File: config.mk
export PLATFORM = sky130hd
export DESIGN_NAME = fft_peak_detect
export DESIGN_NICKNAME = d
export VERILOG_FILES = /design/src/rtl/fft_peak_detect.sv
export SDC_FILE = /design/constraint.sdc
export NUM_CORES = 1
export LEC_CHECK = 0
export CORE_ASPECT_RATIO = 0.6
export CORE_MARGIN = 2
export CORE_UTILIZATION = 39
export DETAILED_ROUTE_END_ITERATION = 8
export GPL_TIMING_DRIVEN = 1
export HOLD_SLACK_MARGIN = 0.03
export PLACE_DENSITY = 0.72
export SYNTH_ARGS = -nofsm -noshare
export SYNTH_HDL_FRONTEND = slang
export SYNTH_SLANG_ARGS = --single-unit
export TNS_END_PERCENT = 30
File: constraint.sdc
create_clock -name clk -period 10.5 [get_ports clk]
set_input_delay 1.575 -clock clk [delete_from_list [all_inputs] [get_ports clk]]
set_output_delay 1.575 -clock clk [all_outputs]
set_load 0.01 [all_outputs]
File: src/rtl/fft_peak_detect.sv
// rtl/fft_peak_detect.sv - dominant positive-frequency bin finder with note persistence tracking
// Optional build macro FFT_PEAK_MAG_SQUARED_EN: magnitude re*re+im*im with one extra pipeline cycle.
module fft_peak_detect #(
    parameter int BIT_WIDTH = 16,
    parameter int N         = 9,
    parameter int FFT_SIZE  = 512,
    parameter int DUR_W     = 8
) (
    input  logic                   clk,
    input  logic                   reset,
    input  logic                   fft_done,
    input  logic [2*BIT_WIDTH-1:0] fft_dout,
    input  logic [2*BIT_WIDTH:0]   threshold,
    output logic [N-1:0]           add_rd,
    output logic                   busy,
    output logic                   peak_valid,
    output logic [N-1:0]           note,
    output logic [2*BIT_WIDTH:0]   peak_mag,
    output logic                   note_on,
    output logic [DUR_W-1:0]       duration,
    output logic                   overrun
);
    localparam int MW = 2*BIT_WIDTH+1;
    localparam logic [N-1:0] LAST_ADDR = N'(FFT_SIZE/2 - 1);
`ifdef FFT_PEAK_MAG_SQUARED_EN
    localparam logic DRAIN_LAST = 1'b1;
`else
    localparam logic DRAIN_LAST = 1'b0;
`endif

    typedef enum logic [1:0] {IDLE, SCAN, DRAIN, REPORT} state_t;

    state_t                 state, state_nxt;
    logic                   drain_cnt;
    logic                   rd_vld, mag_vld;
    logic [N-1:0]           rd_addr, mag_bin, max_bin, cand_bin;
    logic [MW-1:0]          mag, max_mag, cand_mag, thr_q;
    logic                   final_on;
    logic [DUR_W-1:0]       final_dur;
    logic signed [BIT_WIDTH-1:0] re, im;

    assign re   = fft_dout[2*BIT_WIDTH-1:BIT_WIDTH];
    assign im   = fft_dout[BIT_WIDTH-1:0];
    assign busy = (state != IDLE);

    // Read data returns one cycle after the address, so tag it with the address that fetched it.
    always_ff @(posedge clk) begin
        if (reset) begin
            rd_vld  <= 1'b0;
            rd_addr <= '0;
        end else begin
            rd_vld  <= (state == SCAN);
            rd_addr <= add_rd;
        end
    end

`ifdef FFT_PEAK_MAG_SQUARED_EN
    logic signed [2*BIT_WIDTH-1:0] re_x, im_x, re_sq, im_sq;
    assign re_x  = $signed({{BIT_WIDTH{re[BIT_WIDTH-1]}}, re});
    assign im_x  = $signed({{BIT_WIDTH{im[BIT_WIDTH-1]}}, im});
    assign re_sq = re_x * re_x;
    assign im_sq = im_x * im_x;

    always_ff @(posedge clk) begin
        if (reset) begin
            mag     <= '0;
            mag_vld <= 1'b0;
            mag_bin <= '0;
        end else begin
            mag     <= {1'b0, re_sq} + {1'b0, im_sq};
            mag_vld <= rd_vld;
            mag_bin <= rd_addr;
        end
    end
`else
    logic [BIT_WIDTH-1:0] re_abs, im_abs;

    // The most negative value has no positive twin; clamp it to the largest positive value.
    function automatic logic [BIT_WIDTH-1:0] sat_abs(input logic [BIT_WIDTH-1:0] v);
        if (v == {1'b1, {(BIT_WIDTH-1){1'b0}}})
            return {1'b0, {(BIT_WIDTH-1){1'b1}}};
        else if (v[BIT_WIDTH-1])
            return (~v) + 1'b1;
        else
            return v;
    endfunction

    assign re_abs  = sat_abs(re);
    assign im_abs  = sat_abs(im);
    assign mag     = {{(BIT_WIDTH+1){1'b0}}, re_abs} + {{(BIT_WIDTH+1){1'b0}}, im_abs};
    assign mag_vld = rd_vld;
    assign mag_bin = rd_addr;
`endif

    always_comb begin
        cand_mag = max_mag;
        cand_bin = max_bin;
        if (mag_vld && (mag > max_mag)) begin
            cand_mag = mag;
            cand_bin = mag_bin;
        end
    end

    assign final_on = (cand_mag >= thr_q);

    // note/note_on still hold the previous report, so they double as the persistence history.
    always_comb begin
        final_dur = '0;
        if (final_on) begin
            if ((cand_bin == note) && note_on)
                final_dur = (duration == {DUR_W{1'b1}}) ? duration : duration + 1'b1;
            else
                final_dur = DUR_W'(1);
        end
    end

    always_ff @(posedge clk) begin
        if (reset)
            state <= IDLE;
        else
            state <= state_nxt;
    end

    always_comb begin
        state_nxt = state;
        case (state)
            IDLE:    if (fft_done) state_nxt = SCAN;
            SCAN:    if (add_rd == LAST_ADDR) state_nxt = DRAIN;
            DRAIN:   if (drain_cnt == DRAIN_LAST) state_nxt = REPORT;
            REPORT:  state_nxt = IDLE;
            default: state_nxt = IDLE;
        endcase
    end

    always_ff @(posedge clk) begin
        if (reset) begin
            add_rd     <= '0;
            drain_cnt  <= 1'b0;
            thr_q      <= '0;
            max_mag    <= '0;
            max_bin    <= '0;
            peak_valid <= 1'b0;
            note       <= '0;
            peak_mag   <= '0;
            note_on    <= 1'b0;
            duration   <= '0;
            overrun    <= 1'b0;
        end else begin
            peak_valid <= 1'b0;
            if (fft_done && (state != IDLE))
                overrun <= 1'b1;
            case (state)
                IDLE: begin
                    add_rd    <= '0;
                    drain_cnt <= 1'b0;
                    if (fft_done) begin
                        thr_q   <= threshold;
                        max_mag <= '0;
                        max_bin <= '0;
                        add_rd  <= N'(1);
                    end
                end
                SCAN: begin
                    max_mag <= cand_mag;
                    max_bin <= cand_bin;
                    add_rd  <= (add_rd == LAST_ADDR) ? '0 : add_rd + 1'b1;
                end
                DRAIN: begin
                    max_mag   <= cand_mag;
                    max_bin   <= cand_bin;
                    drain_cnt <= ~drain_cnt;
                    if (drain_cnt == DRAIN_LAST) begin
                        note       <= cand_bin;
                        peak_mag   <= cand_mag;
                        note_on    <= final_on;
                        duration   <= final_dur;
                        peak_valid <= 1'b1;
                    end
                end
                default: ;
            endcase
        end
    end
endmodule

# ---- Yosys cells after proc, flatten, opt, wreduce, memory -nomap -nowiden
# Cells that the tools add are included.
dict set report classes {
  n_lt_le_gt_ge 2
  eq_ne 12
  n_reduce_logical 15
  bitwise_logic 4
  mux 22
  n_addsub 5
}
# operator count
set op_table {}
lappend op_table {{33-bit 2-to-1 mux} 2}
lappend op_table {{33-bit case mux with 2 select lines} 1}
lappend op_table {{16-bit 2-to-1 mux} 4}
lappend op_table {{9-bit case mux with 2 select lines} 2}
lappend op_table {{33-bit >= comparator} 1}
lappend op_table {{17-bit by 33-bit greater-than comparator with 1-bit output} 1}
lappend op_table {{16-bit by 1-bit adder with 16-bit output (second input constant)} 2}
lappend op_table {{16-bit equality test (second input constant)} 2}
lappend op_table {{16-bit NOT} 2}
lappend op_table {{9-bit 2-to-1 mux} 3}
lappend op_table {{8-bit 2-to-1 mux} 3}
lappend op_table {{16-bit by 16-bit adder with 17-bit output} 1}
lappend op_table {{9-bit by 1-bit adder with 9-bit output (second input constant)} 1}
lappend op_table {{9-bit by 8-bit equality test with 1-bit output (second input constant)} 1}
lappend op_table {{9-bit equality test} 1}
lappend op_table {{8-bit by 1-bit adder with 8-bit output (second input constant)} 1}
lappend op_table {{8-bit equality test (second input constant)} 1}
lappend op_table {{2-bit case mux with 4 select lines} 1}
lappend op_table {{2-bit nonzero test} 4}
lappend op_table {{2-bit 2-to-1 mux} 3}
lappend op_table {{2-bit AND reduction} 3}
lappend op_table {{3-bit AND reduction} 2}
lappend op_table {{2-bit equality test (second input constant)} 2}
lappend op_table {{2-bit inequality test (second input constant)} 2}
lappend op_table {{other kinds (9)} 14}
dict set report word_totals {
  out_inout_bits 63
  elab_cells 74
  register_bits 150
}

# ---- Depth between registers and ports, before layout
# Gate-level depths: netlist of run 1.
dict set report logic_depth {
  depth_word 12
  mapped_depth 39
  ltp_nobuf 35
}

# ---- Worst setup path before layout of run 1
# Ideal clock, no wire load.
dict set report synth_path {
  path_type {input to register}
  start {input fft_dout[16]}
  end {register duration[2]}
  t_arrival_ns 8.430
  cell_stages 36
  required_ns 10.368
  setup_slack_ns 1.938
  path_cell_list {inv_1 ha_1 nand2_1 or3_1 or3_1 nor2b_1 nand2_1 o211ai_1 ha_1 a21o_1 a21oi_1 o21bai_1 a21o_1 a31oi_1 o21bai_1 a21oi_1 xor2_1 inv_1 ha_1 nand4_1 nor2b_1 a2111oi_2 buf_6 clkbuf_1 clkbuf_1 nor2_1 or2_2 ha_1 nand4_1 nor2_1 o31ai_1 o2111ai_1 a311oi_1 nor4b_1 a22oi_1 a21oi_1}
}
dict set report synth_between {
  word_cells_on_any_way 17
  cone_classes {2 x add/sub; 2 x order compare; 3 x eq/ne; 6 x mux; 1 x bitwise; 3 x reduce/logical}
}
# item line
set synth_rtl {}
lappend synth_rtl {{from (decl)} 12} ;# input logic [2*BIT_WIDTH-1:0] fft_dout,
lappend synth_rtl {{16-bit NOT} 83} ;# return (~v) + 1'b1;
lappend synth_rtl {{16-bit by 1-bit adder with 16-bit output} 83}
lappend synth_rtl {{16-bit 2-to-1 mux} 82} ;# else if (v[BIT_WIDTH-1])
lappend synth_rtl {{16-bit 2-to-1 mux *} 80} ;# if (v == {1'b1, {(BIT_WIDTH-1){1'b0}}})
lappend synth_rtl {{16-bit by 16-bit adder with 17-bit output *} 90} ;# assign mag = {{(BIT_WIDTH+1){1'b0}}, re_abs} + {{(BIT_WIDTH+1){1'b0}}, im_abs};
lappend synth_rtl {{17-bit by 33-bit greater-than comparator with 1-bit output} 98} ;# if (mag_vld && (mag > max_mag)) begin
lappend synth_rtl {{1-bit logical AND} 98}
lappend synth_rtl {{33-bit 2-to-1 mux *} 98}
lappend synth_rtl {{net cand_mag[12]} 37} ;# logic [MW-1:0] mag, max_mag, cand_mag, thr_q;
lappend synth_rtl {{33-bit >= comparator *} 104} ;# assign final_on = (cand_mag >= thr_q);
lappend synth_rtl {{3-bit inequality test (no line)} -}
lappend synth_rtl {{3-bit AND reduction (no line)} -}
lappend synth_rtl {{to (signal assigned)} 176} ;# duration <= final_dur;
lappend synth_rtl {{to (decl)} 20} ;# output logic [DUR_W-1:0] duration,
# Mark *: on every way through the listed nets, which the timed path passes. The rest lies on a longest branch.
# A chain may end at the register's enable or synchronous reset.

# ---- Final worst setup path of run 1
dict set report layout_path {
  start {input fft_dout[0]}
  end {register duration[6]}
}
# Same word-level chain as after synthesis.

==> results of run 1 <==
## tightest hold or removal path, stage by stage, from the launching register on
cell     delay, ps
dfxtp_1        310
nand2_1         50
a21oi_1         50
## power by group
part | leakage (nW) | internal, mW | switching (mW)
sequential | 1.22 | 0.641 | 0.0613
clock | 0.278 | 0.340 | 0.268
combinational | 2.74 | 0.347 | 0.528
total | 4.24 | 1.33 | 0.858
## routing by layer
metal	GRT usage (%)	vias to the layer above	part of all wire [%]
met4	3.46	0	0.57
li1	-	4040	-
met5	0	-	0
met1	32.5	3650	54
met2	27.6	280	39
met3	4.50	15	7.1
## layout make-up
type                    count  area, µm²
well taps                 286        358
clock buffers              18        439
clock inverters            14        141
fillers                  2113      11200
repair buffers            142       1390
flip-flops and latches    150       3000
multi-input cells         833       5130
inverters                  70        263
## layout by cell type, fill, tap and decap left out, types with 3 or more instances in the layout
cell and count:
a211oi_1 11, a21o_1 20, a21oi_1 103, a22oi_1 26
a311oi_1 9, a31oi_1 10, and2_1 20, and3_1 12
buf_4 13, clkbuf_16 17, clkdlybuf4s50_1 129, clkinvlp_4 3
dfxtp_1 150, ha_1 73, inv_1 70, inv_6 5
mux2_2 4, mux2i_1 10, nand2_1 200, nand2b_1 6
nand3_1 11, nand4_1 16, nor2_1 98, nor2b_1 25
nor3_1 18, nor3b_1 5, nor4_1 9, nor4b_1 3
o21a_1 5, o21ai_0 40, o21bai_1 6, o311ai_0 3
o31ai_1 8, o41ai_1 4, or2_2 3, or3_1 7
xnor2_1 14, xor2_1 30
## logic make-up after synthesis
group	Yosys count
muxes	14
DFF	150
and+or+nand+nor	440
adders and majority gates	74
buffers and inverters	138
xor gates and xnor gates	44
AOI/OAI and AO/OA	261
## worst paths after layout
kind / from / to / slack [ps] / cells after the start
max: fft_dout[0] / duration[6] / 1200 / 37
min: peak_mag[29] / peak_mag[29] / 450 / 2
max reg2reg: max_mag[6] / duration[6] / 5890 / 18
min reg2reg: peak_mag[29] / peak_mag[29] / 450 / 2
## sequential cells by signal, indices dropped and copies added, names as in the netlist
register    flops
peak_valid      1
peak_mag       33
note            9
max_bin         9
thr_q          33
max_mag        33
add_rd          9
mag_vld         1
state           2
duration        8
note_on         1
overrun         1
drain_cnt       1
mag_bin         9
==> results by group, run 1 <==
Placed design
  • Detailed Place HPWL: 17.8 mm
  • Placed Instances: 1481
  • Area after DPL: 0.0101 mm²
  • Port Buffers: 130
  • Setup WS pre-CTS: 833 ps
  • Final RePlAce weighted congestion: 0.879

GRT
  • Vias in the first global route: 7209
  • First-pass GRT wire length: 38.0 mm
  • Largest net degree at the start of global routing: 75
  • GR Overflow Total: 0
  • Total Routing Usage GR: 20.4%
  • Antenna violations before repair: 0

Pwr
  • Tot Pwr: 2.19 mW
  • Peak VDD IR: 139 µV
  • LEAKAGE: 4.24 nW
  • PwrDens: 204 mW/mm²

Synthesis
  • Distinct cells, synth: 56
  • Ys async rst share: 0%
  • Most frequent cell after synthesis: nand2_1
  • Synth Cell Area: 0.00864 mm²
  • Largest family of logic cells by synthesized area: simple AND/OR/NAND/NOR gates
  • Simple-gate share of the synthesized area: 23.4%
  • Synth area leaders: dfxtp_1 (35%), ha_1 (11%), nand2_1 (8.7%), a21oi_1 (6.0%), nor2_1 (4.3%)
  • Primary FF master, synth: dfxtp_1
  • Register area share after synthesis: 34.7%
  • Syn Nets: 1263
  • Top post-synthesis cells by count: nand2_1 (200), dfxtp_1 (150), a21oi_1 (103)
  • Top cell type's share of synthesized area: 34.7%
  • Synth Area in Adders: 10.8%
  • Yosys warning count: 0
  • FF+latch count, synth: 150
  • Synthesized instance count: 1121
  • Post-synthesis mux area share: 1.68%
  • Mapped Avg Cell Area: 7.71 µm²
  • Complex-gate fraction of the synthesized area: 18.9%
  • Cell taking the most area after synthesis: dfxtp_1
  • Synth Area in XOR/XNOR: 4.46%
  • Number of synthesized flops with an enable pin: 0

Clocking
  • Resize count post-CTS: 0
  • Post-CTS Setup Inserts: 0
  • Clock buffer count from CTS: 17
  • Hold Buf Count CTS: 0
  • CTS tree: done
  • CTS sink cnt: 150
  • Clk_lat worst skew: 430 ps
  • Worst-path clk slew: 70 ps
  • Longest Clk Path Bufs: 2
  • CTS root buf: clkbuf_16
  • Max H-tree Level: 4

Layout
  • Synth-to-layout area growth: 24.1%
  • Share of layout cells above drive strength 1: 4.73%
  • N_diodes: 0
  • Cell area after layout: 0.0107 mm²
  • Non-Filler Instances: 1513
  • Final Util: 49.0%
  • NumNets Final: 1356

STA
  • Tcrit/Tclk final: 88.6%
  • Slew Limit Headroom: 24.4%
  • Final Critical Period: 9300 ps
  • RSZ-0062 raised after global routing: no
  • Worst Skew: 11.6 ps
  • Fin worst setup slack: 1200 ps
  • Final hold vios: 0
  • Final Setup Violations: 0
  • TNS Setup: 0 ps
  • Slew Limit Fails: 0
  • Maximum clock frequency: 0.107 GHz
  • Worst-Margin Slew: 1130 ps
  • Fin Hold WS: 453 ps

Die
  • Die width: 196 µm
  • Starting Density: 39.4%
  • Core area: 0.0219 mm²
  • Die span in y: 119 µm
  • Die Footprint: 0.0234 mm²
  • I/O pins: 131
  • Row count: 42

Route
  • Wirelength, routed: 23.5 mm
  • Vias after detailed routing: 7985
  • DR iter-0 viols: 679
  • Vias/cell: 5.28
  • Drt pass-1 iters: 7
  • Routed WL per cell: 15.6 µm
  • DRT antenna net count: 0
  • DRC viols: 0

Critical path
  • CP Class: in2reg
  • Startpoint types: primary input
  • CP peak stage delay: 470 ps
  • Crit-path max FO: 37
  • Crit path capture type: flip-flop
  • Bufs and invs on worst path: 6
  • CP max stage cell: o21ai_0
  • Largest delay contributor family on the critical path: compound AO/OA/AOI/OAI gates
  • CP arrival: 9640 ps
  • Worst path required time: 10840 ps

Outcome
  • Status: complete, no violations

Run
  • Total of max-cap violations: 0

Min path
  • HP Class: reg2reg
(Power assumes the default switching activity.)
==> run 2: changes to the inputs <==
--- a/config.mk
+++ b/config.mk
@@ -5,13 +5,14 @@
 export SDC_FILE = /design/constraint.sdc
 export NUM_CORES = 1
 export LEC_CHECK = 0
+export ABC_AREA = 1
 export CORE_ASPECT_RATIO = 0.6
 export CORE_MARGIN = 2
 export CORE_UTILIZATION = 39
 export DETAILED_ROUTE_END_ITERATION = 8
 export GPL_TIMING_DRIVEN = 1
 export HOLD_SLACK_MARGIN = 0.03
-export PLACE_DENSITY = 0.72
+export PLACE_DENSITY_LB_ADDON = 0.25
 export SYNTH_ARGS = -nofsm -noshare
 export SYNTH_HDL_FRONTEND = slang
 export SYNTH_SLANG_ARGS = --single-unit
==> results by group, run 2 <==
Outcome
  • Status: complete, no violations

Route
  • Routed WL per cell: 14.3 µm
  • Vias after detailed routing: 8617
  • DRT antenna net count: 0
  • DRC viols: 0
  • Vias/cell: 4.93
  • DR iter-0 viols: 580
  • Drt pass-1 iters: 5
  • Wirelength, routed: 25.0 mm

Synthesis
  • Ys async rst share: 0%
  • Top cell type's share of synthesized area: 33.2%
  • Top post-synthesis cells by count: nand2_1 (232), inv_1 (190), dfxtp_1 (150)
  • FF+latch count, synth: 150
  • Synth area leaders: dfxtp_1 (33%), ha_1 (10%), nand2_1 (9.6%), inv_1 (7.9%), a21oi_1 (7.0%)
  • Syn Nets: 1466
  • Synth Cell Area: 0.00905 mm²
  • Distinct cells, synth: 48
  • Synthesized instance count: 1324
  • Mapped Avg Cell Area: 6.84 µm²
  • Register area share after synthesis: 33.2%
  • Most frequent cell after synthesis: nand2_1
  • Primary FF master, synth: dfxtp_1
  • Cell taking the most area after synthesis: dfxtp_1
  • Yosys warning count: 0
  • Number of synthesized flops with an enable pin: 0

Layout
  • N_diodes: 0
  • Synth-to-layout area growth: 23.6%
  • Share of layout cells above drive strength 1: 6.01%
  • NumNets Final: 1561
  • Leading cell type in the layout, fill and taps excluded: nand2_1
  • Final Util: 48.8%
  • Largest registers: max_mag (33), peak_mag (33), thr_q (33)
  • Most frequent cells in the layout: nand2_1 (231), inv_1 (188), dfxtp_1 (150)

Die
  • Row count: 43
  • I/O pins: 131
  • Starting Density: 39.5%
  • Core area: 0.0229 mm²
  • Die width: 201 µm
  • Die Footprint: 0.0245 mm²
  • Die span in y: 122 µm

STA
  • Worst Skew: 10.4 ps
  • Final Setup Violations: 0
  • Tcrit/Tclk final: 91.1%
  • Fin Hold WS: 465 ps
  • Worst-Margin Slew: 824 ps
  • Slew Limit Fails: 0
  • Slew Limit Headroom: 44.7%
  • Maximum clock frequency: 0.105 GHz
  • Final hold vios: 0
  • RSZ-0062 raised after global routing: no
  • Final Critical Period: 9570 ps
  • TNS Setup: 0 ps

Clocking
  • Worst-path clk slew: 60 ps
  • Max H-tree Level: 4
  • CTS tree: done
  • Clk_lat worst skew: 430 ps
  • Resize count post-CTS: 0
  • Hold Buf Count CTS: 0
  • Post-CTS Setup Inserts: 0
  • CTS root buf: clkbuf_16
  • Longest Clk Path Bufs: 2
  • Clock buffer count from CTS: 17
  • CTS sink cnt: 150

GRT
  • First-pass GRT wire length: 40.3 mm
  • Largest net degree at the start of global routing: 73
  • Vias in the first global route: 7803
  • Antenna violations before repair: 0
  • Total Routing Usage GR: 20.6%
  • GR Overflow Total: 0

Pwr
  • Seq pwr share: 30.7%
  • Internal power: 1.47 mW
  • NetSw: 0.967 mW
  • PwrDens: 218 mW/mm²
  • LEAKAGE: 5.04 nW
  • Relative contribution of combinational cells to total power: 42.9%
  • Peak VDD IR: 152 µV
  • Sw Ratio: 39.6%
  • Clock share of power: 26.4%

Critical path
  • Worst path required time: 10870 ps
  • Startpoint types: primary input
  • CP Class: in2reg
  • CP peak stage delay: 490 ps
  • Cell repeated most along the worst path: nand2_1
  • Crit-path max FO: 24
  • CP max stage cell: o21ai_0
  • CP arrival: 9940 ps
  • Crit path capture type: flip-flop

Run
  • Total of max-cap violations: 0

Min path
  • HP Class: reg2reg

Placed design
  • Port Buffers: 130
  • Detailed Place HPWL: 19.3 mm
  • Final RePlAce weighted congestion: 0.921
-- run 2: worst max-delay path: cells and delay by family --
kind	cells	cell delay [ps]
adder cells (fa/ha/maj)	5	1220
AO/OA/AOI/OAI	8	1820
buffers and inverters	5	1050
XOR/XNOR	1	240
AND/OR/NAND/NOR	26	4000
-- run 2: final cells by class --
cell class	instances	area [µm²]
Multi-Input combinational cell	909	5060
Fill cell	2283	11700
Tap cell	315	394
Timing Repair Buffer	138	1360
Clock buffer	21	470
Sequential cell	150	3000
Inverter	203	766
Clock inverter	11	149
-- run 2: layer usage --
| layer | wire length (µm) | vias to the layer above | track usage, % |
|---|---|---|---|
| li1 | - | 4475 | - |
| met4 | 114 | 0 | 3.15 |
| met1 | 13500 | 3903 | 31.8 |
| met5 | 0 | - | 0 |
| met2 | 9830 | 227 | 29.2 |
| met3 | 1570 | 12 | 4.55 |
-- run 2: power groups by stage --
stage | Clock [mW] | Sequential, mW | Combinational [mW]
2_1_floorplan | 0 | 0.773 | 0.645
3_3_place_gp | 0 | 0.761 | 1.03
3_5_place_dp | 0 | 0.760 | 1.04
4_1_cts | 0.654 | 0.749 | 1.05
5_1_grt | 0.679 | 0.763 | 1.18
6_report | 0.644 | 0.750 | 1.05
-- run 2: cell families after synthesis --
kind of cell / Yosys count / share of synthesized area, %
AOI/OAI and AO/OA: 267 / 15.5
and+or+nand+nor: 529 / 26.1
buffers and inverters: 265 / 11.2
xor gates and xnor gates: 39 / 3.77
adders and majority gates: 74 / 10.3
DFF: 150 / 33.2
-- run 2: metrics by stage --
step | std cells | area, µm² | setup slack (ps) | power, mW
2_1_floorplan | 1324 | 9050 | 2730 | 1.42
3_3_place_gp | 1715 | 10600 | 519 | 1.79
3_5_place_dp | 1715 | 10600 | 300 | 1.80
4_1_cts | 1747 | 11200 | 683 | 2.45
5_1_grt | 1747 | 11200 | 132 | 2.62
6_report | 1747 | 11200 | 931 | 2.44
-- run 2: worst paths after layout --
kind / start / to / slack, ps / cells after the start
setup / recovery: fft_dout[16] / duration[5] / 930 / 45
hold / removal: thr_q[19] / thr_q[19] / 470 / 2
setup reg to reg: max_mag[7] / duration[5] / 5810 / 25
hold reg to reg: thr_q[19] / thr_q[19] / 470 / 2
